## src/rtl/highlight_arbiter_pkg.sv

```systemverilog
// Shared encodings and sizes for the product-highlight arbiter.
package highlight_arbiter_pkg;

  localparam int NUM_PRODUCTS = 12;
  localparam int ID_W         = 4;
  localparam int NUM_ID_SRCS  = 2;  // interactive (0), basket (1)

  // State encoding doubles as the ActiveSource output code.
  typedef enum logic [1:0] {
    IDLE        = 2'd0,
    BARCODE     = 2'd1,
    INTERACTIVE = 2'd2,
    BASKET      = 2'd3
  } state_t;

endpackage

```

## src/rtl/highlight_arbiter_onehot.sv

```systemverilog
// product_id_onehot: product ID + valid -> one-hot highlight, zero when
// the ID is out of range (>= NUM_PRODUCTS) or not valid.
module product_id_onehot
  import highlight_arbiter_pkg::*;
(
  input  logic [ID_W-1:0]         id,
  input  logic                    valid,
  output logic [NUM_PRODUCTS-1:0] onehot
);

  localparam logic [ID_W-1:0] ID_LIMIT = ID_W'(NUM_PRODUCTS);

  // Decode one bit; anything outside the product range stays dark.
  always_comb begin
    onehot = '0;
    if (valid && (id < ID_LIMIT)) onehot[id] = 1'b1;
  end

endmodule

```

## src/rtl/highlight_arbiter.sv

```systemverilog
// highlight_arbiter: fixed-priority arbiter (INTERACTIVE > BASKET > BARCODE)
// with minimum grant hold, ID decode and frame-synchronous highlight update.
// Optional feature macro: HIGHLIGHT_BLINK_EN (basket highlight blinks).
module highlight_arbiter
  import highlight_arbiter_pkg::*;
#(
  parameter int HOLD_CYCLES = 8,
  parameter int BLINK_HALF  = 16
) (
  input  logic                    CLK,
  input  logic                    RST_N,
  input  logic                    BarcodeReq,
  input  logic [NUM_PRODUCTS-1:0] BarcodeMask,
  input  logic                    InteractiveReq,
  input  logic [ID_W-1:0]         InteractiveID,
  input  logic                    BasketReq,
  input  logic [ID_W-1:0]         BasketID,
  input  logic                    ValidID,
  input  logic                    FrameStart,
  output logic [NUM_PRODUCTS-1:0] HighlightedProductList,
  output logic [1:0]              ActiveSource,
  output logic                    BlinkPhase
);

  localparam int              HOLD_W    = (HOLD_CYCLES > 1) ? $clog2(HOLD_CYCLES) : 1;
  localparam logic [HOLD_W-1:0] HOLD_LOAD = HOLD_W'(HOLD_CYCLES - 1);

  state_t                 state_q, state_d;
  logic [HOLD_W-1:0]      hold_q, hold_d;
  logic [NUM_PRODUCTS-1:0] src_data;
  logic [NUM_PRODUCTS-1:0] staged_q;

  // ID decode, one lane per ID-based source.
  logic [NUM_ID_SRCS-1:0][ID_W-1:0]         ids;
  logic [NUM_ID_SRCS-1:0][NUM_PRODUCTS-1:0] onehot;

  assign ids = {BasketID, InteractiveID};

  for (genvar g = 0; g < NUM_ID_SRCS; g++) begin : g_dec
    product_id_onehot u_onehot (
      .id     (ids[g]),
      .valid  (ValidID),
      .onehot (onehot[g])
    );
  end

  // Arbitration state and hold counter registers.
  always_ff @(posedge CLK or negedge RST_N) begin
    if (!RST_N) begin
      state_q <= IDLE;
      hold_q  <= '0;
    end else begin
      state_q <= state_d;
      hold_q  <= hold_d;
    end
  end

  // Next state: own-req drop always releases; preemption only by a
  // higher-priority requester once the hold counter has run out.
  always_comb begin
    state_d = state_q;
    hold_d  = (hold_q == '0) ? '0 : hold_q - 1'b1;
    case (state_q)
      IDLE: begin
        hold_d = '0;
        if (InteractiveReq) begin
          state_d = INTERACTIVE;
          hold_d  = HOLD_LOAD;
        end else if (BasketReq) begin
          state_d = BASKET;
          hold_d  = HOLD_LOAD;
        end else if (BarcodeReq) begin
          state_d = BARCODE;
          hold_d  = HOLD_LOAD;
        end
      end
      BARCODE: begin
        if (!BarcodeReq) begin
          state_d = IDLE;
          hold_d  = '0;
        end else if ((hold_q == '0) && InteractiveReq) begin
          state_d = INTERACTIVE;
          hold_d  = HOLD_LOAD;
        end else if ((hold_q == '0) && BasketReq) begin
          state_d = BASKET;
          hold_d  = HOLD_LOAD;
        end
      end
      INTERACTIVE: begin
        if (!InteractiveReq) begin
          state_d = IDLE;
          hold_d  = '0;
        end
      end
      BASKET: begin
        if (!BasketReq) begin
          state_d = IDLE;
          hold_d  = '0;
        end else if ((hold_q == '0) && InteractiveReq) begin
          state_d = INTERACTIVE;
          hold_d  = HOLD_LOAD;
        end
      end
      default: begin
        state_d = IDLE;
        hold_d  = '0;
      end
    endcase
  end

  assign ActiveSource = state_q;

`ifdef HIGHLIGHT_BLINK_EN
  localparam int               BLINK_W  = (BLINK_HALF > 1) ? $clog2(BLINK_HALF) : 1;
  localparam logic [BLINK_W-1:0] BLINK_TC = BLINK_W'(BLINK_HALF - 1);

  logic [BLINK_W-1:0] blink_cnt_q;
  logic               blink_phase_q;
  logic               blink_init_q;

  // Free-running blink; restarts in the lit phase on any grant change and
  // once right after reset release.
  always_ff @(posedge CLK or negedge RST_N) begin
    if (!RST_N) begin
      blink_cnt_q   <= '0;
      blink_phase_q <= 1'b0;
      blink_init_q  <= 1'b0;
    end else if (!blink_init_q || (state_d != state_q)) begin
      blink_cnt_q   <= '0;
      blink_phase_q <= 1'b1;
      blink_init_q  <= 1'b1;
    end else if (blink_cnt_q == BLINK_TC) begin
      blink_cnt_q   <= '0;
      blink_phase_q <= ~blink_phase_q;
    end else begin
      blink_cnt_q   <= blink_cnt_q + 1'b1;
    end
  end

  assign BlinkPhase = blink_phase_q;
`else
  assign BlinkPhase = 1'b0;
`endif

  // Select the highlight of the currently granted source.
  always_comb begin
    src_data = '0;
    case (state_q)
      BARCODE:     src_data = BarcodeMask;
      INTERACTIVE: src_data = onehot[0];
`ifdef HIGHLIGHT_BLINK_EN
      BASKET:      src_data = onehot[1] & {NUM_PRODUCTS{blink_phase_q}};
`else
      BASKET:      src_data = onehot[1];
`endif
      default:     src_data = '0;
    endcase
  end

  // Staged copy every cycle; visible output only moves at frame start so
  // the VGA never shows a half-updated highlight.
  always_ff @(posedge CLK or negedge RST_N) begin
    if (!RST_N) begin
      staged_q               <= '0;
      HighlightedProductList <= '0;
    end else begin
      staged_q <= src_data;
      if (FrameStart) HighlightedProductList <= staged_q;
    end
  end

endmodule
```

## config.mk

```make
export PLATFORM = sky130hd
export DESIGN_NAME = highlight_arbiter
export DESIGN_NICKNAME = d
export VERILOG_FILES = /design/src/rtl/highlight_arbiter_pkg.sv /design/src/rtl/highlight_arbiter_onehot.sv /design/src/rtl/highlight_arbiter.sv
export SDC_FILE = /design/constraint.sdc
export NUM_CORES = 1
export LEC_CHECK = 0
export CAP_MARGIN = 20
export CORE_MARGIN = 2
export CORE_UTILIZATION = 40
export CTS_CLUSTER_DIAMETER = 60
export DETAILED_ROUTE_END_ITERATION = 10
export PLACE_DENSITY = 0.7
export SLEW_MARGIN = 0
export SYNTH_ARGS = -nofsm -noshare
export SYNTH_HDL_FRONTEND = slang
export SYNTH_SLANG_ARGS = --single-unit
```

## constraint.sdc

```tcl
create_clock -name CLK -period 1.4 [get_ports CLK]
set_input_delay 0.28 -clock CLK [delete_from_list [all_inputs] [get_ports CLK]]
set_output_delay 0.28 -clock CLK [all_outputs]
set_load 0.05 [all_outputs]
```

# ---- After elaboration in Yosys (flattened, before gate mapping)
# Index checks and enable logic that the tools add are counted.
dict set report word_totals {
  regBits 29
  inputBits 27
  wordCells 55
}
dict set report classes {
  addsub 1
  n_lt_le_gt_ge 6
  eq_ne 7
  muxes 28
  n_reduce_logical 9
}
# operator count
set op_table {}
lappend op_table {{case mux 12 bit (3 select lines)} 1}
lappend op_table {{two-way mux 3 bit} 10}
lappend op_table {{two-way mux 12 bit} 2}
lappend op_table {{two-way mux 2 bit} 9}
lappend op_table {{case mux 3 bit (4 select lines)} 1}
lappend op_table {{< comparator 4 x 5 -> 1 bit, second input constant} 2}
lappend op_table {{demux 1 bit (select 4 bit)} 2}
lappend op_table {{>= comparator 4 x 1 -> 1 bit, second input constant} 2}
lappend op_table {{< comparator 4 bit, second input constant} 2}
lappend op_table {{!= test 4 bit, second input constant} 2}
lappend op_table {{case mux 2 bit (4 select lines)} 1}
lappend op_table {{logical AND 1 bit} 6}
lappend op_table {{== test 2 bit, second input constant} 2}
lappend op_table {{AND reduction 4 bit} 1}
lappend op_table {{zero test 3 bit} 1}
lappend op_table {{!= test 3 bit, second input constant} 1}
lappend op_table {{subtractor 3 x 1 -> 3 bit, second input constant} 1}
lappend op_table {{== test 2 x 1 -> 1 bit, second input constant} 1}
lappend op_table {{zero test 2 bit} 1}
lappend op_table {{two-way mux 1 bit} 2}
lappend op_table {{!= test 2 bit, second input constant} 1}

# ---- Longest topological paths before layout
# Gate-level depths: netlist (run 1).
dict set report depth {
  word_depth 6
  depth_mapped 6
  depth_no_buf 6
}

# ---- Cells and area by module
# From an unflattened synthesis (run 1), not the netlist that was laid out.
dict set report unflattened {
  hier_cells 149
  hier_area_um2 1619.1
}
# module instances cells_each area_per_inst_um2 seq_area_each_um2
set by_module_without_submodules {}
lappend by_module_without_submodules {highlight_arbiter 1 113 1431.4 725.7}
lappend by_module_without_submodules {product_id_onehot 2 18 93.8 0.0}

# ---- Least setup slack after synthesis (run 1)
# No wires, ideal clock.
dict set report synth_path {
  kind {register to register}
  from {register state_q[1] (netlist: ActiveSource[1])}
  to {register hold_q[0]}
  setup_time_ps 132
  t_arrival_ps 1427
  t_required_ps 1268
  path_slack_ps -159
  path_stages_with_launch 5
  n_path_buf 1
  cell_sequence {dfrtp_1 -> buf_6 -> mux2_4 -> a32oi_1 -> a211oi_1}
}
dict set report synth_between {
  elab_chain_len 2
  elab_cells_between_ends 5
}
# item line_no
set synth_lines {}
lappend synth_lines {{from (decl)} highlight_arbiter.sv:28} ;# state_t state_q, state_d;
lappend synth_lines {{from (signal assigned)} highlight_arbiter.sv:53} ;# state_q <= state_d;
lappend synth_lines {{== test 2 bit, or another cell as far along} highlight_arbiter.sv:63} ;# case (state_q)
lappend synth_lines {{case mux 3 bit (4 select lines) (*)} highlight_arbiter.sv:63}
lappend synth_lines {{named net hold_d[0]} highlight_arbiter.sv:29} ;# logic [HOLD_W-1:0] hold_q, hold_d;
lappend synth_lines {{to (signal assigned)} highlight_arbiter.sv:54} ;# hold_q <= hold_d;
lappend synth_lines {{to (decl)} highlight_arbiter.sv:29}
# The timed path passes the listed nets; every way through them passes the cells marked *.
# A chain may end at the register's enable or synchronous reset.

# ---- Final worst setup path (run 1)
dict set report layout_path {
  from {register hold_q[0]}
  to {register hold_q[0]}
}
dict set report layout_between {
  elab_chain_len 6
  elab_cells_between_ends 12
}
# item line_no
set layout_lines {}
lappend layout_lines {{subtractor 3 x 1 -> 3 bit or zero test 3 bit (tied branches)} {highlight_arbiter.sv:62, highlight_arbiter.sv:81, highlight_arbiter.sv:84}}
lappend layout_lines {{two-way mux 3 bit or logical AND 1 bit (tied branches)} {highlight_arbiter.sv:62, highlight_arbiter.sv:84}}
lappend layout_lines {{two-way mux 3 bit} highlight_arbiter.sv:84} ;# end else if ((hold_q == '0) && BasketReq) begin
lappend layout_lines {{two-way mux 3 bit} highlight_arbiter.sv:81} ;# end else if ((hold_q == '0) && InteractiveReq) begin
lappend layout_lines {{two-way mux 3 bit} highlight_arbiter.sv:78} ;# if (!BarcodeReq) begin
lappend layout_lines {{case mux 3 bit (4 select lines) (*)} highlight_arbiter.sv:63}
lappend layout_lines {{named net hold_d[0]} highlight_arbiter.sv:29}
# Marks and branches as above.

==> impl_table.tex, run 1 <==
\begin{tabular}{lr}
\hline
Metric & Value \\
\hline
\multicolumn{2}{l}{\textbf{Synthesis}} \\
\quad Synthesized Nets & 173 \\
\quad Ranking of synthesized cells by area & sky130\_fd\_sc\_hd\_\_dfrtp\_1 (46\%), sky130\_fd\_sc\_hd\_\_mux2\_2 (9.2\%), sky130\_fd\_sc\_hd\_\_ha\_1 (3.1\%) \\
\quad Top cells by instance count after synthesis & sky130\_fd\_sc\_hd\_\_dfrtp\_1 (29), sky130\_fd\_sc\_hd\_\_mux2\_2 (13), sky130\_fd\_sc\_hd\_\_nand2\_1 (10) \\
\quad Post-synth ARST share & 1.00 \\
\quad Cell with the most instances after synthesis & sky130\_fd\_sc\_hd\_\_dfrtp\_1 \\
\quad Ys flop type & sky130\_fd\_sc\_hd\_\_dfrtp\_1 \\
\quad Number of enable flip-flop cells after synthesis & 0 \\
\quad Number of cells produced by synthesis & $\sim$140 \\
\quad Count of distinct cell types in the synthesized netlist & 46 \\
\quad Mux share of post-synthesis cell area & 0.108 \\
\quad Mapped Area & $\sim$1600 um2 \\
\quad Average size of a mapped cell & around 11 um2 \\
\quad Synth Area in Adders & 0.0314 \\
\quad Post-synthesis simple-gate area fraction & 0.227 \\
\quad Flip-flop and latch count after synthesis & 29 \\
\quad Share of the yosys chip area belonging to registers & 0.456 \\
\quad Top cell type's share of synthesized area & 0.456 \\
\quad Total of warnings raised by yosys & 0 \\
\quad Main combinational cell family by area after synthesis & simple AND/OR/NAND/NOR gates \\
\quad Post-synthesis cell type with the largest combined area & sky130\_fd\_sc\_hd\_\_dfrtp\_1 \\
\quad Synth Area in XOR/XNOR & 0 \\
\quad Complex-gate fraction of the synthesized area & 0.126 \\
\multicolumn{2}{l}{\textbf{Placed design}} \\
\quad Dpl hpwl & 2990 um \\
\quad Pre-CTS setup slack & -0.231 ns \\
\quad Routability cong. & slightly above 0.9 \\
\quad Port-buffer cells & 40 \\
\quad Total cell area at the placement stage & around 2400 um2 \\
\multicolumn{2}{l}{\textbf{Routing}} \\
\quad Total vias in the final route & roughly 1400 \\
\quad Avg Vias per Cell & about 5.3 \\
\quad Final ANT Viol Nets & 0 \\
\quad Number of detailed-routing iterations run before antenna repair & 4 \\
\quad Detailed-route wire length & approximately 3800 um \\
\quad Starting DRT DRC Count & 87 \\
\quad Drc violations & 0 \\
\quad Average wire per cell in the routed design & 14.7 um \\
\multicolumn{2}{l}{\textbf{Clocking}} \\
\quad TritonCTS clock tree & yes \\
\quad Post-CTS Hold Buffers & 0 \\
\quad H-tree depth & 2 \\
\quad Root Buffer Master & sky130\_fd\_sc\_hd\_\_clkbuf\_8 \\
\quad Clock insertion delay at the later pin of the skew report & 0.28 ns \\
\quad Deepest clock path buffer count & 2 \\
\quad Number of clock sinks & 29 \\
\quad Clock-pin transition on the worst setup and hold timing paths & approximately 0.06 ns \\
\quad TritonCTS buffer count & 5 \\
\multicolumn{2}{l}{\textbf{Setup path}} \\
\quad CP Launch Type & flop \\
\quad Cell with the largest stage delay on the worst path & sky130\_fd\_sc\_hd\_\_dfrtp\_1 \\
\quad Cell count of the worst reg-to-reg path & 6 \\
\quad Critical path data arrival time & 1.61 ns \\
\quad Setup CP Type & reg2reg \\
\quad Reg2Reg Launch Point & hold\_q[0] \\
\quad Reg2reg end & hold\_q[0] \\
\quad Critical Path RT & roughly 1.6 ns \\
\quad CP most frequent cell & sky130\_fd\_sc\_hd\_\_ha\_4 \\
\quad Crit path max-delay family & flip-flops \\
\quad Buf/Inv on CP & 1 \\
\quad Longest individual stage delay on the worst path & around 0.39 ns \\
\quad Register-to-register path setup slack & -0.02 ns \\
\quad Chain of cells forming the critical path & inv\_2, ha\_4, ha\_4, and4b\_2, nor2\_4, a211oi\_2 \\
\quad Crit. End Element & flop \\
\quad Critical path peak fanout & 7 \\
\multicolumn{2}{l}{\textbf{Power and ir drop}} \\
\quad Reported leakage power & roughly 1.2 nW \\
\quad Power density over cell area & roughly 1600 nW/um2 \\
\quad Largest vdd supply drop & 1.07 mV \\
\quad Total chip power & between 4 and 5 mW \\
\multicolumn{2}{l}{\textbf{Final layout}} \\
\quad Share of cells above drive strength 1 & 0.404 \\
\quad Nets & around 240 \\
\quad N\_diodes & 0 \\
\quad Final design instance area without fill & about 2600 um2 \\
\quad Area added between synthesis and finish & 60.8\% \\
\quad Core utilization of the finished layout & 0.684 \\
\quad Number of inserted filler cells in the final layout & 276 \\
\multicolumn{2}{l}{\textbf{Hold path}} \\
\quad Class of the tightest hold or removal check & in2async \\
\multicolumn{2}{l}{\textbf{STA}} \\
\quad Setup repair after global routing missed its margin & yes \\
\quad Max Clock Skew & 0.00390 ns \\
\quad Fmax & between 0.7 and 0.8 GHz \\
\quad Setup slack of the critical path after layout & -0.0194 ns \\
\quad Fin crit share & 1.01 \\
\quad Final period demand of the worst path & 1.42 ns \\
\quad Number of max-slew violations in the final report & 0 \\
\quad Number of hold violations in the final report & 0 \\
\quad Setup violations, final & 3 \\
\multicolumn{2}{l}{\textbf{Global route}} \\
\quad Total routing usage reported by global routing & 0.190 \\
\quad Antenna violations before repair & 0 \\
\quad Overflow after GRT & 0 \\
\quad Largest net degree at the start of global routing & 30 \\
\quad Vias in the first global route & 1371 \\
\quad First-pass GRT wire length & roughly 6300 um \\
\multicolumn{2}{l}{\textbf{Floorplanning}} \\
\quad Die Outline Area & between 4000 and 5000 um2 \\
\quad Effective utilization at floorplan & 0.425 \\
\quad Number of standard-cell rows in the floorplan & 22 \\
\quad Die Wd & roughly 67 um \\
\quad Io pins & between 40 and 50 \\
\quad Core Box Area & 3740 um2 \\
\quad Die H & roughly 67 um \\
\multicolumn{2}{l}{\textbf{Flow run}} \\
\quad Max-cap violations & 0 \\
\multicolumn{2}{l}{\textbf{Status}} \\
\quad Violated checks & negative setup slack \\
\quad Status & finished, violations left \\
\hline
\end{tabular}
timing repair:
action | CTS | global route
setup buffers | 4 | 1
pin swaps | 5 | 7
endpoints found under the hold margin | 0 | 0
endpoints found under the setup margin | 3 | 7
gates resized for setup | 10 | 7
area by class of cell:
cell class / instances / area (um2) / area share
inverters: 8 / 30.0 / 0.0117
clock buffers: 5 / 68.8 / 0.0269
well taps: 48 / 60.1 / 0.0234
clock inverters: 3 / 17.5 / 0.00684
flip-flops and latches: 29 / 728 / 0.284
multi-input cells: 99 / 870 / 0.340
repair buffers: 69 / 787 / 0.307
metal layers:
layer,part of all wire,global-route usage,wire length [um]
met1,0.45,0.239,1710
met2,0.49,0.321,1890
met3,0.042,0.0456,160
met4,0.019,0.0638,72
met5,0,0,0
cells in the final DEF (no fill, tap or decap), types with 4 or more instances in the layout:
cell and n:
sky130_fd_sc_hd__dfrtp_1 27, sky130_fd_sc_hd__nand3_1 8, sky130_fd_sc_hd__nor2_1 4, sky130_fd_sc_hd__inv_1 6
sky130_fd_sc_hd__buf_4 26, sky130_fd_sc_hd__mux2_2 12, sky130_fd_sc_hd__clkdlybuf4s50_1 26, sky130_fd_sc_hd__nand2_1 10
sky130_fd_sc_hd__buf_12 16, sky130_fd_sc_hd__nand4_1 5, sky130_fd_sc_hd__nand2b_1 5, sky130_fd_sc_hd__clkbuf_8 5
state kept, by name, indices dropped and copies added, names as in the netlist:
signal / flops
ActiveSource: 2
HighlightedProductList: 12
hold_q: 3
staged_q: 12
how the worst max path moves through the flow:
stage               startpoint     endpoint  slack, ns  depth (start not counted)
6_report             hold_q[0]    hold_q[0]      -0.02                          6
2_1_floorplan  ActiveSource[0]  staged_q[5]     -0.008                          4
4_1_cts              hold_q[1]    hold_q[0]      -0.04                          6
5_1_grt              hold_q[1]    hold_q[0]      -0.08                          6
3_5_place_dp       BasketID[2]  staged_q[1]      -0.23                          4
3_3_place_gp       BasketID[2]  staged_q[1]      -0.21                          4
metrics by stage:
step	hold slack [ns]	setup TNS (ns)	std cells
final	0.373	-0.0261	261
after global routing	0.394	-0.357	261
after CTS	0.377	-0.0392	260
after detailed placement	0.463	-2.25	248
after global placement	0.460	-1.74	248
after floorplan	-0.0156	-0.00768	142
cells by family after synthesis:
kind of cell | Yosys count
fa+ha+maj | 4
buf+inv | 14
other cells | 1
flops | 29
simple gates | 55
mux | 15
compound gates | 24
power by group:
group | total, mW | switching [mW] | internal (mW)
combinational | 2.16 | 1.02 | 1.15
sequential | 1.30 | 0.240 | 1.06
clock | 0.656 | 0.314 | 0.342
(Power assumes the default switching activity.)
==> run 2, diff against run 1 <==
Settings changed: CORE_UTILIZATION 40 to 39, PLACE_DENSITY 0.7 to 0.69.
==> impl_table.tex, run 2 (same netlist as run 1, synthesis figures left out) <==
\begin{tabular}{lr}
\hline
Metric & Value \\
\hline
\multicolumn{2}{l}{\textbf{Clocking}} \\
\quad Number of clock sinks & 29 (unchanged) \\
\quad Clock-pin transition on the worst setup and hold timing paths & 0.06 ns (about the same) \\
\quad TritonCTS clock tree & yes \\
\quad H-tree depth & 2 (unchanged) \\
\quad Post-CTS Hold Buffers & 0 (unchanged) \\
\quad Deepest clock path buffer count & 2 (unchanged) \\
\quad TritonCTS buffer count & 5 (unchanged) \\
\quad Root Buffer Master & sky130\_fd\_sc\_hd\_\_clkbuf\_8 \\
\quad Clock insertion delay at the later pin of the skew report & 0.28 ns (about the same) \\
\multicolumn{2}{l}{\textbf{Setup path}} \\
\quad Crit. End Element & flop \\
\quad Setup CP Type & reg2reg \\
\quad Critical path peak fanout & 5 (-2) \\
\quad Reg2Reg Launch Point & hold\_q[1] \\
\quad CP Launch Type & flop \\
\quad Register-to-register path setup slack & 0.002 ns (+0.02 ns) \\
\quad Reg2reg end & hold\_q[0] \\
\quad Cell count of the worst reg-to-reg path & 6 (unchanged) \\
\quad Critical Path RT & 1.56 ns (-0.03 ns) \\
\quad Critical path data arrival time & 1.56 ns (-0.05 ns) \\
\multicolumn{2}{l}{\textbf{STA}} \\
\quad Number of max-slew violations in the final report & 0 (unchanged) \\
\quad Total Negative Setup Slacks & 0 ns (+0.0261 ns) \\
\quad Fmax & 0.715 GHz (+1.5\%) \\
\quad Number of hold violations in the final report & 0 (unchanged) \\
\quad Max Clock Skew & 0.00771 ns (+0.00382 ns) \\
\quad Final period demand of the worst path & 1.40 ns (-0.0209 ns) \\
\quad Fin crit share & 0.999 (-0.0150) \\
\quad Setup violations, final & 0 (-3) \\
\quad Setup repair after global routing missed its margin & yes \\
\multicolumn{2}{l}{\textbf{Floorplanning}} \\
\quad Io pins & 42 (unchanged) \\
\quad Die H & 67.9 um (+1.2\%) \\
\quad Die Outline Area & 4610 um2 (+2.4\%) \\
\quad Effective utilization at floorplan & 0.401 (-0.0244) \\
\quad Die Wd & 67.9 um (+1.2\%) \\
\quad Core Box Area & 3970 um2 (+6.1\%) \\
\quad Number of standard-cell rows in the floorplan & 23 (+4.5\%) \\
\multicolumn{2}{l}{\textbf{Placed design}} \\
\quad Routability cong. & 0.948 (+2.2\%) \\
\quad Port-buffer cells & 40 (unchanged) \\
\quad Total cell area at the placement stage & 2380 um2 (+0.74\%) \\
\quad Dpl hpwl & 3080 um (+2.7\%) \\
\multicolumn{2}{l}{\textbf{Power and ir drop}} \\
\quad Reported leakage power & 1.17 nW (+1.5\%) \\
\quad Total chip power & 4.11 mW (-0.13\%) \\
\quad Largest vdd supply drop & 1.46 mV (+37\%) \\
\quad Power density over cell area & 1610 nW/um2 (about the same) \\
\multicolumn{2}{l}{\textbf{Final layout}} \\
\quad Area added between synthesis and finish & 60.5\% \\
\quad Share of cells above drive strength 1 & 0.388 (-0.0159) \\
\quad Number of inserted filler cells in the final layout & 304 (+10\%) \\
\quad Final design instance area without fill & 2560 um2 (-0.20\%) \\
\quad Nets & 244 (+0.41\%) \\
\quad Core utilization of the finished layout & 0.644 (-0.0405) \\
\quad Most common cell after layout, fill and taps aside & sky130\_fd\_sc\_hd\_\_dfrtp\_1 \\
\quad Most used cells in the layout excluding fill and tap cells & sky130\_fd\_sc\_hd\_\_dfrtp\_1 (27), sky130\_fd\_sc\_hd\_\_buf\_4 (26), sky130\_fd\_sc\_hd\_\_clkdlybuf4s50\_1 (25) \\
\quad N\_diodes & 0 (unchanged) \\
\quad Registers with the highest flip-flop counts & HighlightedProductList x12, staged\_q x12, hold\_q x3 \\
\multicolumn{2}{l}{\textbf{Flow run}} \\
\quad Max-cap violations & 0 (unchanged) \\
\multicolumn{2}{l}{\textbf{Global route}} \\
\quad Met3 capacity usage during global routing & 0.0543 (+0.00867) \\
\quad Antenna violations before repair & 0 (unchanged) \\
\quad Total routing usage reported by global routing & 0.202 (+0.0115) \\
\quad Busiest layer in global routing & met2 \\
\quad Vias in the first global route & 1446 (+5.5\%) \\
\quad Largest net degree at the start of global routing & 30 (unchanged) \\
\quad Overflow after GRT & 0 (unchanged) \\
\quad Global-route track usage on met2 & 0.320 (-0.000692) \\
\quad First-pass GRT wire length & 6710 um (+6.3\%) \\
\quad Met1 global-route usage & 0.253 (+0.0144) \\
\multicolumn{2}{l}{\textbf{Routing}} \\
\quad Final ANT Viol Nets & 0 (unchanged) \\
\quad Avg Vias per Cell & 5.44 (+2.1\%) \\
\quad Detailed-route wire length & 4180 um (+9.0\%) \\
\quad Average wire per cell in the routed design & 15.8 um (+7.8\%) \\
\quad Starting DRT DRC Count & 82 (-5.7\%) \\
\quad Number of detailed-routing iterations run before antenna repair & 4 (unchanged) \\
\quad Drc violations & 0 (unchanged) \\
\quad Total vias in the final route & 1435 (+3.2\%) \\
\multicolumn{2}{l}{\textbf{Status}} \\
\quad Status & completed \\
\multicolumn{2}{l}{\textbf{Hold path}} \\
\quad Class of the tightest hold or removal check & in2async \\
\hline
\end{tabular}
-- run 2: area by class of cell --
class / count / area, um2 / share of cell area
multi-input combinational: 99 / 843 / 0.330
timing repair buffer: 70 / 810 / 0.317
sequential: 29 / 728 / 0.285
clock buffer: 6 / 72.6 / 0.0284
tap: 50 / 62.6 / 0.0245
inverter: 8 / 30.0 / 0.0117
clock inverter: 2 / 10.0 / 0.00392
-- run 2: metal layers --
metal | up-vias | part of all wire
li1 | 679 | -
met4 | 0 | 0.023
met2 | 56 | 0.50
met5 | - | 0
met3 | 10 | 0.048
met1 | 690 | 0.42
-- run 2: what timing repair did --
action / CTS / global route
buffers inserted: 2 / 2
setup endpoints to repair: 4 / 11
gates resized for setup: 3 / 10
pin swaps: 2 / 4
-- run 2: critical path, stage by stage, from the launching register on --
cell	delay, ns
sky130_fd_sc_hd__dfrtp_1	0.36
sky130_fd_sc_hd__inv_2	0.06
sky130_fd_sc_hd__ha_4	0.16
sky130_fd_sc_hd__ha_4	0.17
sky130_fd_sc_hd__and2_1	0.17
sky130_fd_sc_hd__nor4_1	0.26
sky130_fd_sc_hd__a211oi_1	0.08
-- run 2: how the worst max path moves through the flow --
stage / start / slack (ns) / endpoint / cells past startpoint
floorplan: ActiveSource[0] / -0.008 / staged_q[5] / 4
global placement: InteractiveID[2] / -0.22 / staged_q[8] / 4
detailed placement: InteractiveID[2] / -0.26 / staged_q[8] / 4
CTS: hold_q[1] / -0.0009 / ActiveSource[0] / 6
global route: hold_q[1] / -0.04 / hold_q[0] / 6
finish: hold_q[1] / 0.002 / hold_q[0] / 6
-- run 2: metrics by stage --
stage | hold WS [ns] | setup WS, ns | std cells
2_1_floorplan | -0.0156 | -0.00768 | 142
3_3_place_gp | 0.459 | -0.218 | 252
3_5_place_dp | 0.466 | -0.256 | 252
4_1_cts | 0.362 | -0.000897 | 262
5_1_grt | 0.378 | -0.0357 | 264
6_report | 0.352 | 0.00152 | 264
-- run 2: power breakdown --
group          switching (mW)  internal (mW)  leakage, nW
clock network           0.312          0.343       0.0450
registers               0.205           1.06        0.386
logic                    1.04           1.15        0.743
==> run 3, diff against run 2 <==
Settings changed: CAP_MARGIN 20 to default.
==> results of run 3 <==
The final DEF is identical to that of run 2; final timing and power are the same.
